### src/rtl/tnn_popcount_accum_act.sv
// rtl/tnn_popcount_accum_act.sv - ternary neuron popcount accumulator with threshold activation (optional TNN_ACC_SAT_EN)
module tnn_popcount_accum_act #(
    parameter int ACC_W = 10,
    parameter int TH_HI = 4,
    parameter int TH_LO = -4
) (
    input  logic                    clk,
    input  logic                    rst_n,
    input  logic [4:0]              in_pc_pos,
    input  logic [4:0]              in_pc_neg,
    input  logic                    in_last,
    input  logic                    in_valid,
    output logic                    in_ready,
    output logic [1:0]              out_trit,
    output logic signed [ACC_W-1:0] out_sum,
    output logic [7:0]              out_beats,
    output logic                    out_valid,
    input  logic                    out_ready
);

    typedef enum logic [1:0] {
        S_IDLE,
        S_ACC,
        S_OUT
    } state_t;

    localparam logic signed [ACC_W-1:0] TH_HI_W = ACC_W'(TH_HI);
    localparam logic signed [ACC_W-1:0] TH_LO_W = ACC_W'(TH_LO);

    state_t                  state;
    state_t                  state_next;
    logic signed [ACC_W-1:0] acc;
    logic signed [ACC_W-1:0] acc_sum;
    logic [7:0]              beat_cnt;
    logic [7:0]              beat_cnt_inc;
    logic signed [5:0]       delta;
    logic [1:0]              trit_next;
    logic                    accept;
    logic                    done;

    assign in_ready  = (state != S_OUT);
    assign out_valid = (state == S_OUT);
    assign accept    = in_valid & in_ready;
    assign done      = out_valid & out_ready;

    // Six bits hold the full -31..+31 difference of two unclamped 5-bit counts.
    assign delta = $signed({1'b0, in_pc_pos}) - $signed({1'b0, in_pc_neg});

`ifdef TNN_ACC_SAT_EN
    localparam logic signed [ACC_W:0] SAT_MAX = (ACC_W+1)'((2 ** (ACC_W - 1)) - 1);
    localparam logic signed [ACC_W:0] SAT_MIN = (ACC_W+1)'(-(2 ** (ACC_W - 1)));

    logic signed [ACC_W:0] acc_wide;

    assign acc_wide = (ACC_W+1)'(acc) + (ACC_W+1)'(delta);

    always_comb begin
        acc_sum = acc_wide[ACC_W-1:0];
        if (acc_wide > SAT_MAX) begin
            acc_sum = SAT_MAX[ACC_W-1:0];
        end else if (acc_wide < SAT_MIN) begin
            acc_sum = SAT_MIN[ACC_W-1:0];
        end
    end
`else
    assign acc_sum = acc + ACC_W'(delta);
`endif

    assign beat_cnt_inc = (beat_cnt == 8'hFF) ? beat_cnt : 8'(beat_cnt + 8'd1);

    always_comb begin
        trit_next = 2'b00;
        if (acc_sum >= TH_HI_W) begin
            trit_next = 2'b01;
        end else if (acc_sum <= TH_LO_W) begin
            trit_next = 2'b11;
        end
    end

    always_ff @(posedge clk or negedge rst_n) begin
        if (!rst_n) begin
            state <= S_IDLE;
        end else begin
            state <= state_next;
        end
    end

    always_comb begin
        state_next = state;
        case (state)
            S_IDLE, S_ACC: begin
                if (accept) begin
                    state_next = in_last ? S_OUT : S_ACC;
                end
            end
            S_OUT: begin
                if (done) begin
                    state_next = S_IDLE;
                end
            end
            default: state_next = S_IDLE;
        endcase
    end

    // Result registers hold after the handshake until the next evaluation overwrites them.
    always_ff @(posedge clk or negedge rst_n) begin
        if (!rst_n) begin
            acc       <= '0;
            beat_cnt  <= '0;
            out_trit  <= 2'b00;
            out_sum   <= '0;
            out_beats <= '0;
        end else if (accept) begin
            acc      <= acc_sum;
            beat_cnt <= beat_cnt_inc;
            if (in_last) begin
                out_sum   <= acc_sum;
                out_trit  <= trit_next;
                out_beats <= beat_cnt_inc;
            end
        end else if (done) begin
            acc      <= '0;
            beat_cnt <= '0;
        end
    end

endmodule

### config.mk
export PLATFORM = sky130hd
export DESIGN_NAME = tnn_popcount_accum_act
export DESIGN_NICKNAME = d
export VERILOG_FILES = /design/src/rtl/tnn_popcount_accum_act.sv
export SDC_FILE = /design/constraint.sdc
export NUM_CORES = 1
export LEC_CHECK = 0
export ABC_AREA = 1
export CORE_UTILIZATION = 30
export DETAILED_ROUTE_END_ITERATION = 7
export GPL_TIMING_DRIVEN = 1
export PLACE_DENSITY = 0.47
export SYNTH_ARGS = -nofsm -noshare
export SYNTH_HDL_FRONTEND = slang
export SYNTH_SLANG_ARGS = --single-unit
### constraint.sdc
create_clock -name clk -period 2.45 [get_ports clk]
set_input_delay 0.3675 -clock clk [delete_from_list [all_inputs] [get_ports clk]]
set_output_delay 0.3675 -clock clk [all_outputs]
set_load 0.01 [all_outputs]
======== Word-level counts from Yosys, hierarchy flattened ========
Index checks and enable logic that the tools add are counted.
storage, ports and cells
  register bits after elaboration ......... 40
  input port bits ......................... 15
  output and inout bits ................... 22
  word-level logic and storage cells ...... 35
operators by class
  add/sub/neg operators ................... 3
  $lt $le $gt $ge ......................... 2
  eq/ne operators ......................... 6
  multiplexer cells ....................... 11
  bitwise gates (word level) .............. 2
  reductions and logical operators ........ 5
operators with widths
  cell                   number
  $mux W8                3
  $mux W10               2
  $add A10 B6 Y10        1
  $ge A10 B4 Y1 const B  1
  $le A10 B3 Y1 const B  1
  $mux W2                5
  $add A8 B1 Y8 const B  1
  $eq A8 B8 Y1 const B   1
  $sub A5 B5 Y6          1
  $ne A2 B2 Y1 const B   2
  $pmux W2 S2            1
  $reduce_and A2 Y1      2
  $and A1 B1 Y1          2
  $eq A2 B1 Y1 const B   1
  $eq A2 B2 Y1 const B   1
  $logic_not A2 Y1       1
  $ne A2 B1 Y1 const B   1
  $reduce_bool A2 Y1     1
  $reduce_or A2 Y1       1

======== Depth between registers and ports, before layout ========
Gate-level depths: netlist of run 1.
  depth after elaboration ................. 5
  depth in mapped cells ................... 20
  mapped depth without buffers ............ 19

======== Worst setup path before layout of run 1 ========
OpenSTA, ideal clock, no wires.
  path type ............................... input -> register
  from .................................... input port in_pc_pos[0]
  to ...................................... register out_trit[0]
  setup time .............................. 0.123 ns
  arrival ................................. 2.365 ns
  required time ........................... 2.327 ns
  setup slack ............................. -0.038 ns
  stages .................................. 18
  path buffers ............................ 0
  path through ............................ inv_1 -> ha_1 -> inv_1 -> fa_1 -> nand3_1 -> nand2_1 -> xor2_1 -> ha_1 -> nand2_1 -> inv_1 -> nand2_2 -> nand3_2 -> a21oi_1 -> nand2_2 -> nand2_1 -> nor2_1 -> nand2_1 -> nand3_2
on the way
  longest elaborated chain between the ends .. 5
  elaborated cells between the ends (all ways) .. 6
  those cells by class .................... add/sub (2); order compare (2); mux (2)
RTL lines
  element                 line  RTL
  start: declaration      9     input logic [4:0] in_pc_pos,
  $sub A5 B5 Y6 (*)       47    assign delta = $signed({1'b0, in_pc_pos}) - $signed({1'b0, in_pc_neg});
  $add A10 B6 Y10 (*)     66    assign acc_sum = acc + ACC_W'(delta);
  $le A10 B3 Y1           75    end else if (acc_sum <= TH_LO_W) begin
  $mux W2                 75
  $mux W2 (*)             73    if (acc_sum >= TH_HI_W) begin
  end signal: assignment  118   out_trit <= trit_next;
  end: declaration        14    output logic [1:0] out_trit,
Every way passes the cells marked *; elsewhere a longest branch is shown, timed or not.
A chain may end at the register's enable or synchronous reset.

======== Final worst setup path of run 1 ========
  from .................................... input port in_pc_pos[3]
  to ...................................... register out_trit[0]
The elaborated chain is that of the path after synthesis.

==> out/summary.txt, run 1 <==
Routed WL: 6220 µm
Die ar.: 0.00876 mm²
number of global-route vias before repair: 2175
sinks on the clock net: 40
Layout area overhead: 42.8%
core area: 0.00818 mm²
Unique masters post-synth: 27
Synth async-reset ratio: 100%
Worst EP arrival: 2.49 ns
VDD IR max: 0.447 mV
CTS tree: yes
Clock Latency Late Sink: 0.30 ns
CTS root buf: clkbuf_8
f_max: 434 MHz
CP delay by family, top: simple AND/OR/NAND/NOR gates
Critical Path Fanout Max: 4
clk_skew: 0.0130 ns
Final min period: 2.31 ns
Synth area leader: dfrtp_1
Main synth FF type: dfrtp_1
CP Cell Sequence: dlygate4sd2_1, ha_4, buf_6, a21oi_4, nand2_2, xor2_2, ha_4, nand2_4, inv_1, nand2_2, nand3_4, nand2_1, nand2_1, nor2_1, nand4_1, nand2_1, nand3_2
Worst Path Required: 2.63 ns
HPWL Detailed: 4620 µm
Yosys warnings: 0
status: finished, final reports clean
DIE HEIGHT: 93.6 µm
Hold Crit Class: in2async
GPL Wtd Cong: 0.783
DP Worst Slack: -0.620 ns
CTS hold repair buffers: 0
first-pass GRT wire length: 10500 µm
cts bufs inserted: 5
max-slew violation count: 0
flops & latches, synth: 40
Tightest Pin Transition: 0.904 ns
gr usage total: 15.4%
Post-synth EDFFs: 0
top-count cell post-synth: nand2_1
startpoint types: input pin
crit path capture type: register
Final period util: 94.2%
WL/cell: 12.4 µm
syn avg cell area: 7.63 µm²
DR pass1 iterations: 4
# diodes: 0
total of max-cap violations: 0
Final Power: 4230 µW
gr ovfl total: 0
Final ANT Viol Nets: 0
Placement Rows: 33
Worst Slack Setup Final: 0.143 ns
CP Buf/Inv Count: 3
initial antenna violation count: 0
DRT iter0 DRCs: 62
CP max stage cell: dlygate4sd2_1
Post-Syn Nets: 362
Post-route DRC: 0
number of port buffers: 36
most used cell, CP: nand2_1
Setup violations, final: 0
pwr dens: 1180 mW/mm²
slowest stage delay, CP: 0.26 ns
Slew Limit Headroom: 39.8%
Cells after Synth: 330
# H-tree levels: 2
largest net degree at the start of global routing: 41
vias per std cell: 4.63
# IOs: 37
synth cell count leaders: 106 x nand2_1, 46 x inv_1, 40 x dfrtp_1
Reg clk slew, reported paths: 0.09 ns
post-synth top area share: 39.8%
critical path class: in2reg
Max Buffers Root-to-Sink: 2
Post-Synthesis Cell Area: 0.00252 mm²
layout cell share with drive strength beyond 1: 29.2%
post-synthesis sequential area ratio: 39.8%
via count: 2322
chip width: 93.6 µm
Final Hold Fails: 0
Layout fillers: 840
Initial Utilization: 30.8%
post-layout net count: 428
Placed Instances: 491
Leak Pwr: 0.00175 µW
Cell Count, Final, Fillers Out: 502
Fin Setup TNS: 0 ns
Area contributors post-synth: dfrtp_1 40%, nand2_1 16%, ha_1 7.5%
registers in the layout (all words and copies together) (netlist names):
name       cells
out_sum       10
out_trit       2
out_beats      8
state          2
acc           10
beat_cnt       8
report_power, final:
group | switching, µW | internal (µW)
combinational | 1330 | 1210
sequential | 214 | 928
clock | 238 | 303
total | 1790 | 2450
stage by stage:
step,cell area (µm²),utilization [%],hold WS (ns)
5_1_grt,3600,44.0,0.267
4_1_cts,3450,42.2,0.234
3_3_place_gp,3180,38.9,0.464
2_1_floorplan,2530,-,0.0719
6_report,3600,44.0,0.195
3_5_place_dp,3180,38.9,0.469
cells by family (layout without fill, tap and decap cells):
kind of cell	Yosys count	after routing	share of synthesized area [%]
AOI/OAI and AO/OA	50	50	10.6
xor gates and xnor gates	8	8	2.78
adders and majority gates	17	17	9.05
buffers and inverters	56	123	9.39
DFF	40	40	39.8
and+or+nand+nor	159	159	28.4
final timing paths:
path	startpoint	endpoint	slack (ns)	depth (start not counted)
setup / recovery	in_pc_pos[3]	out_trit[0]	0.14	17
hold / removal	rst_n	beat_cnt[5]	0.19	1
setup reg to reg	acc[0]	out_trit[0]	0.48	9
hold reg to reg	state[1]	state[1]	0.47	1
max in group asynchronous	rst_n	out_sum[2]	1.68	1
min in group clk	state[1]	state[1]	0.47	1
layout by cell type (no fill, tap or decap), drive strengths merged, types with 3 or more instances in the layout:
cell type and n:
a21oi 12, buf 33, clkbuf 7, clkdlybuf4s50 25
dfrtp 40, dlygate4sd2 3, ha 15, inv 48
nand2 115, nand3 20, nand4 7, nor2 14
o21ai 32, o22ai 3, xor2 6
routing by layer:
layer	GRT usage, %	vias to the layer above	part of all wire (%)
li1	-	1189	-
met1	21.0	1085	49
met2	25.1	42	46
met3	2.76	6	3.0
met4	4.10	0	1.1
met5	0	-	0
final cells by class:
| class | count | area (µm²) | area share (%) |
|---|---|---|---|
| clock buffers | 6 | 72.6 | 2.02 |
| multi-input cells | 234 | 1580 | 43.9 |
| clock inverters | 2 | 35.0 | 0.974 |
| flip-flops and latches | 40 | 1000 | 27.8 |
| inverters | 49 | 189 | 5.25 |
| well taps | 105 | 131 | 3.65 |
| repair buffers | 66 | 587 | 16.3 |
timing repair:
action	in CTS	in global routing
resized for setup	49	34
endpoints found under the setup margin	16	12
pin swaps	22	35
setup buffers	1	2
(Power assumes the default switching activity.)
==> run 2, diff against run 1 <==
--- a/config.mk
+++ b/config.mk
@@ -7,9 +7,11 @@
 export LEC_CHECK = 0
 export ABC_AREA = 1
 export CORE_UTILIZATION = 30
+export CTS_BUF_LIST = sky130_fd_sc_hd__clkbuf_4
 export DETAILED_ROUTE_END_ITERATION = 7
 export GPL_TIMING_DRIVEN = 1
 export PLACE_DENSITY = 0.47
+export REMOVE_ABC_BUFFERS = 1
 export SYNTH_ARGS = -nofsm -noshare
 export SYNTH_HDL_FRONTEND = slang
 export SYNTH_SLANG_ARGS = --single-unit
==> out/summary.txt, run 2 (same netlist as run 1, synthesis figures left out) <==
routing usage on met3: 2.85% (+0.081 points)
CTS root buf: clkbuf_4
DRT iter0 DRCs: 73 (+18%)
max-slew violation count: 0 (unchanged)
HPWL Detailed: 4580 µm (-0.81%)
first-pass GRT wire length: 10600 µm (+0.79%)
clk_skew: 0.0107 ns (-0.00220 ns)
crit path capture type: register
Placed Area: 0.00318 mm² (+0.12%)
largest net degree at the start of global routing: 41 (unchanged)
WL/cell: 12.4 µm (+0.29%)
global routing's busiest layer: met2
CP max stage cell: fa_2
Leak Pwr: 0.00177 µW (+0.80%)
Routed WL: 6300 µm (+1.3%)
DIE HEIGHT: 93.6 µm (unchanged)
post-layout net count: 433 (+1.2%)
Final Hold Fails: 0 (unchanged)
number of global-route vias before repair: 2228 (+2.4%)
Final period util: 94.3% (+0.14 points)
Reg clk slew, reported paths: 0.12 ns (+0.03 ns)
CP delay by family, top: simple AND/OR/NAND/NOR gates
initial antenna violation count: 0 (unchanged)
GPL Wtd Cong: 0.844 (+7.8%)
CTS tree: yes
design area: 0.00359 mm² (about the same)
number of port buffers: 36 (unchanged)
Layout area overhead: 42.7% (about the same)
most common cell after layout, fill and taps aside: nand2_1
total of max-cap violations: 0 (unchanged)
# diodes: 0 (unchanged)
VDD IR max: 0.444 mV (-0.59%)
critical path class: in2reg
Slew Limit Headroom: 40.6% (+0.86 points)
# H-tree levels: 2 (unchanged)
Final min period: 2.31 ns (+0.00354 ns)
FF+latch area: 0.00100 mm² (unchanged)
Final ANT Viol Nets: 0 (unchanged)
status: finished, final reports clean
Critical Path Fanout Max: 4 (unchanged)
CP Buf/Inv Count: 3 (unchanged)
vias per std cell: 4.60 (-0.60%)
Regs by FF count: acc x10, out_sum x10
chip width: 93.6 µm (unchanged)
core area: 0.00818 mm² (unchanged)
gr usage total: 15.4% (-0.017 points)
cts bufs inserted: 5 (unchanged)
Hold Crit Class: in2async
Post-route DRC: 0 (unchanged)
CP Cell Sequence: clkdlybuf4s15_1, ha_2, inv_2, fa_2, nand3_2, nand2_2, xor2_2, ha_4, nand2_2, inv_2, nand4_1, nand2_1, nand2_1, nand2_2, nand4_1, nand2_1, nand3_2
Worst Path Required: 2.68 ns (+0.05 ns)
most frequent cells in the layout: 88 x nand2_1, 40 x dfrtp_1, 36 x inv_1, 35 x buf_4, 26 x o21ai_0
# IOs: 37 (unchanged)
Initial Utilization: 30.8% (unchanged)
via count: 2331 (+0.39%)
pwr dens: 1160 mW/mm² (-1.0%)
multi-input logic area: 0.00161 mm² (+2.1%)
startpoint types: input pin
gr ovfl total: 0 (unchanged)
Worst EP arrival: 2.54 ns (+0.05 ns)
Max Buffers Root-to-Sink: 2 (unchanged)
slowest stage delay, CP: 0.37 ns (+0.11 ns)
sinks on the clock net: 40 (unchanged)
f_max: 433 MHz (-0.15%)
Clock Latency Late Sink: 0.33 ns (+0.03 ns)
final core utilization: 44.0% (about the same)
DR pass1 iterations: 7 (+3)
Placement Rows: 33 (unchanged)
layout cell share with drive strength beyond 1: 31.1% (+1.9 points)
Layout fillers: 827 (-1.5%)
M1 GR Usage: 21.9% (+0.86 points)
Die ar.: 0.00876 mm² (unchanged)
Setup violations, final: 0 (unchanged)
Tightest Pin Transition: 0.891 ns (-0.0128 ns)
M2 GR Usage: 24.2% (-0.92 points)
[run 2: cell types whose count changed in the layout (fill, tap and decap cells not counted), moves of 2 or more]
cell	before	now
buf_4	27	35
clkbuf_4	0	7
clkbuf_8	5	0
nand2_4	3	6
buf_6	2	0
inv_1	38	36
inv_2	10	12
nand2_1	90	88
nand3_2	9	7
o21ai_1	6	4
[run 2: area by class of cell]
class	instances	area share (%)
Multi-Input combinational cell	234	44.9
Inverter	49	5.26
Clock buffer	7	1.46
Timing Repair Buffer	71	16.8
Tap cell	105	3.66
Clock inverter	1	0.104
Sequential cell	40	27.9
[run 2: routing by layer]
layer  share of wire (%)  up-vias
met2                  46       45
met1                  50     1088
met5                   0        -
met4                0.52        0
li1                    -     1196
met3                 3.3        2
[run 2: power breakdown]
part / internal (µW) / switching (µW) / total, µW
logic: 1310 / 1390 / 2700
clock network: 133 / 208 / 341
registers: 926 / 222 / 1150
total: 2370 / 1820 / 4190
[run 2: path summary, 6_finish.rpt]
path                       slack, ns         start  cells after the start          end
min                             0.14         rst_n                      1  beat_cnt[5]
min in group clk                0.49      state[1]                      1     state[1]
max in group asynchronous       1.74         rst_n                      1   out_sum[2]
max                             0.14  in_pc_neg[0]                     17  out_trit[0]
min reg2reg                     0.49      state[1]                      1     state[1]
max reg2reg                     0.51        acc[0]                      9  out_trit[0]
[run 2: per-stage QoR]
stage / hold slack, ns / TNS [ns] / instances / power (µW) / setup slack (ns)
CTS: 0.173 / 0 / 504 / 3940 / 0.00283
global route: 0.223 / -0.00103 / 507 / 4570 / -0.00103
finish: 0.139 / 0 / 507 / 4190 / 0.140
floorplan: 0.0719 / -0.118 / 323 / 2340 / -0.0632
global placement: 0.456 / -9.02 / 495 / 3400 / -0.676
detailed placement: 0.469 / -8.97 / 495 / 3410 / -0.647
[run 2: what timing repair did]
| action | 4_1_cts | 5_1_grt |
|---|---|---|
| resized for setup | 42 | 49 |
| endpoints found under the setup margin | 13 | 12 |
| pin swaps | 26 | 32 |
| endpoints found under the hold margin | 0 | 0 |
| hold buffers | 0 | 0 |
| buffers inserted | 1 | 3 |
==> variant (flow settings as in run 1) <==
Reset style: synchronous (`rst_n`), changed in 2 clocked blocks.
--- a/src/rtl/tnn_popcount_accum_act.sv
+++ b/src/rtl/tnn_popcount_accum_act.sv
@@ -77,7 +77,7 @@
         end
     end
 
-    always_ff @(posedge clk or negedge rst_n) begin
+    always_ff @(posedge clk) begin
         if (!rst_n) begin
             state <= S_IDLE;
         end else begin
@@ -103,7 +103,7 @@
     end
 
     // Result registers hold after the handshake until the next evaluation overwrites them.
-    always_ff @(posedge clk or negedge rst_n) begin
+    always_ff @(posedge clk) begin
         if (!rst_n) begin
             acc       <= '0;
             beat_cnt  <= '0;
Formal check against the unedited RTL: differs if rst_n is asserted again (counterexample within 4 cycles, from zero or initial values and one cycle with rst_n low); with rst_n held inactive, the same outputs for 4 cycles.
==> variant against run 1 <==
First-iteration DRC count increased by 18%; final cell count is 2.6% lower; largest cell class unchanged; final area down 8.4%; clock skew shrank 5.9 ps; setup slack worse by 83 ps; area after synthesis is 6.8% lower; sequential cell count did not move; critical path depth increased by 1; wire length fell by 4.1%.
Power is not compared: it rests on default switching activity, and its combinational part moved more than twofold at a synthesized area within 25%.
==> variant: results (changes against run 1) <==
For the number of antenna cells inserted, the log shows 0 (unchanged). The most used flip-flop cell after synthesis was sky130_fd_sc_hd__dfxtp_1. The met3 track demand over resource in global routing was 0.0261 (-0.00155).

The run gives 0.800 (+2.2%) as the final weighted congestion in routability-driven placement. By area the synthesized netlist is led by sky130_fd_sc_hd__dfxtp_1 34%, sky130_fd_sc_hd__nand2_1 14%, sky130_fd_sc_hd__ha_1 8.0%. The share of the yosys chip area belonging to registers is 0.341 (-0.0565). The run gives 0.201 (-0.00891) as the met1 global-route usage.

For the global-route wire length before repair, the log shows 10400 um (-1.4%). The global routing met2 resource utilization was 0.267 (+0.0153). The run gives 28 (-32%) as the maximum number of pins on one net before global-route repair.

The run gives 4220 um (-8.7%) as the half-perimeter wire length of the detailed placement result. Type of the tightest min-delay check: reg -> reg. The worst clock skew was 7.05 ps (-5.90 ps); the share of flip-flops with an asynchronous set or reset after synthesis was 0 (-1.00). The post-placement cell area came out at 3020 sq um (-5.0%). The flow ran to the end, and the final reports show no timing, DRC or antenna violations. On the critical path the largest part of the delay comes from adder cells. The via count was 2232 (-3.9%); the final layout net count was 422 (-1.4%). The number of DRC markers after the initial detailed-route iteration was 73 (+18%); the number of iterations in the first detailed-routing pass was 5 (+1). The run gives 0.154 (-0.000633) as the aggregate global-route resource usage.

The path depth of the worst reg2reg path is 10 (+1), and the count of filler cells inserted in the layout is 781 (-7.0%). The number of post-CTS setup repair buffers was 3 (+2); the count of cells resized by post-cts repair was 51 (+4.1%). The peak per-stage delay on the critical path was 380 ps (+120 ps). The cell type of the slowest stage on the worst timing path is sky130_fd_sc_hd__fa_2. The average wire per standard cell works out to 12.2 um (-1.6%). The share of layout cells above drive strength 1 is 0.241 (-0.0512). By count the netlist is led by 87 x sky130_fd_sc_hd__nand2_1, 47 x sky130_fd_sc_hd__inv_1, 40 x sky130_fd_sc_hd__dfxtp_1. The tools report the data arrival time of the critical path as 2620 ps (+130 ps). For the distinct cell type count of the synthesized netlist, the log shows 36 (+33%).
## variant: cell count changes after synthesis, sizes merged, moves of 3 or more
cell | before | now
dfrtp | 40 | 0
dfxtp | 0 | 40
nand2 | 115 | 89
a21oi | 12 | 33
o21ai | 32 | 16
o21bai | 0 | 6
o211ai | 0 | 5
clkbuf | 1 | 5
nand4 | 7 | 4
## variant: logic make-up (layout without fill, tap and decap cells)
| group | after synthesis | after routing | share of synthesized area |
|---|---|---|---|
| and+or+nand+nor | 135 | 135 | 0.258 |
| DFF | 40 | 40 | 0.341 |
| adders and majority gates | 17 | 17 | 0.0970 |
| muxes | 1 | 1 | 0.00639 |
| buffers and inverters | 58 | 121 | 0.0965 |
| AOI/OAI and AO/OA | 67 | 67 | 0.167 |
| xor gates and xnor gates | 9 | 9 | 0.0336 |
## variant: metrics by stage
stage | total power [uW] | worst slack, ps | hold slack, ps | instances
after floorplan | 1260 | -6.25 | 437 | 327
after global placement | 1630 | -675 | 456 | 479
after detailed placement | 1620 | -700 | 458 | 479
after CTS | 2160 | 0.223 | 472 | 489
after global routing | 2320 | -120 | 485 | 489
final | 2150 | 60.6 | 470 | 489
## variant: cell type report
class                           count  area, sq um  area share
Clock buffer                        5         68.8      0.0209
Clock inverter                      2         12.5     0.00380
Inverter                           49          201      0.0612
Multi-Input combinational cell    229         1510       0.459
Sequential cell                    40          801       0.243
Tap cell                           99          124      0.0376
Timing Repair Buffer               65          573       0.174
## variant: final timing paths
kind	startpoint	to	slack, ps
setup / recovery	in_pc_pos[0]	out_trit[0]	60
hold / removal	out_sum[0]	out_sum[0]	470
setup reg to reg	acc[0]	out_trit[0]	460
hold reg to reg	out_sum[0]	out_sum[0]	470
## variant: per-layer routing
layer	up-vias	wire [um]
met4	0	18
met3	2	152
met2	20	2830
met1	1029	2970
met5	-	0
li1	1181	-
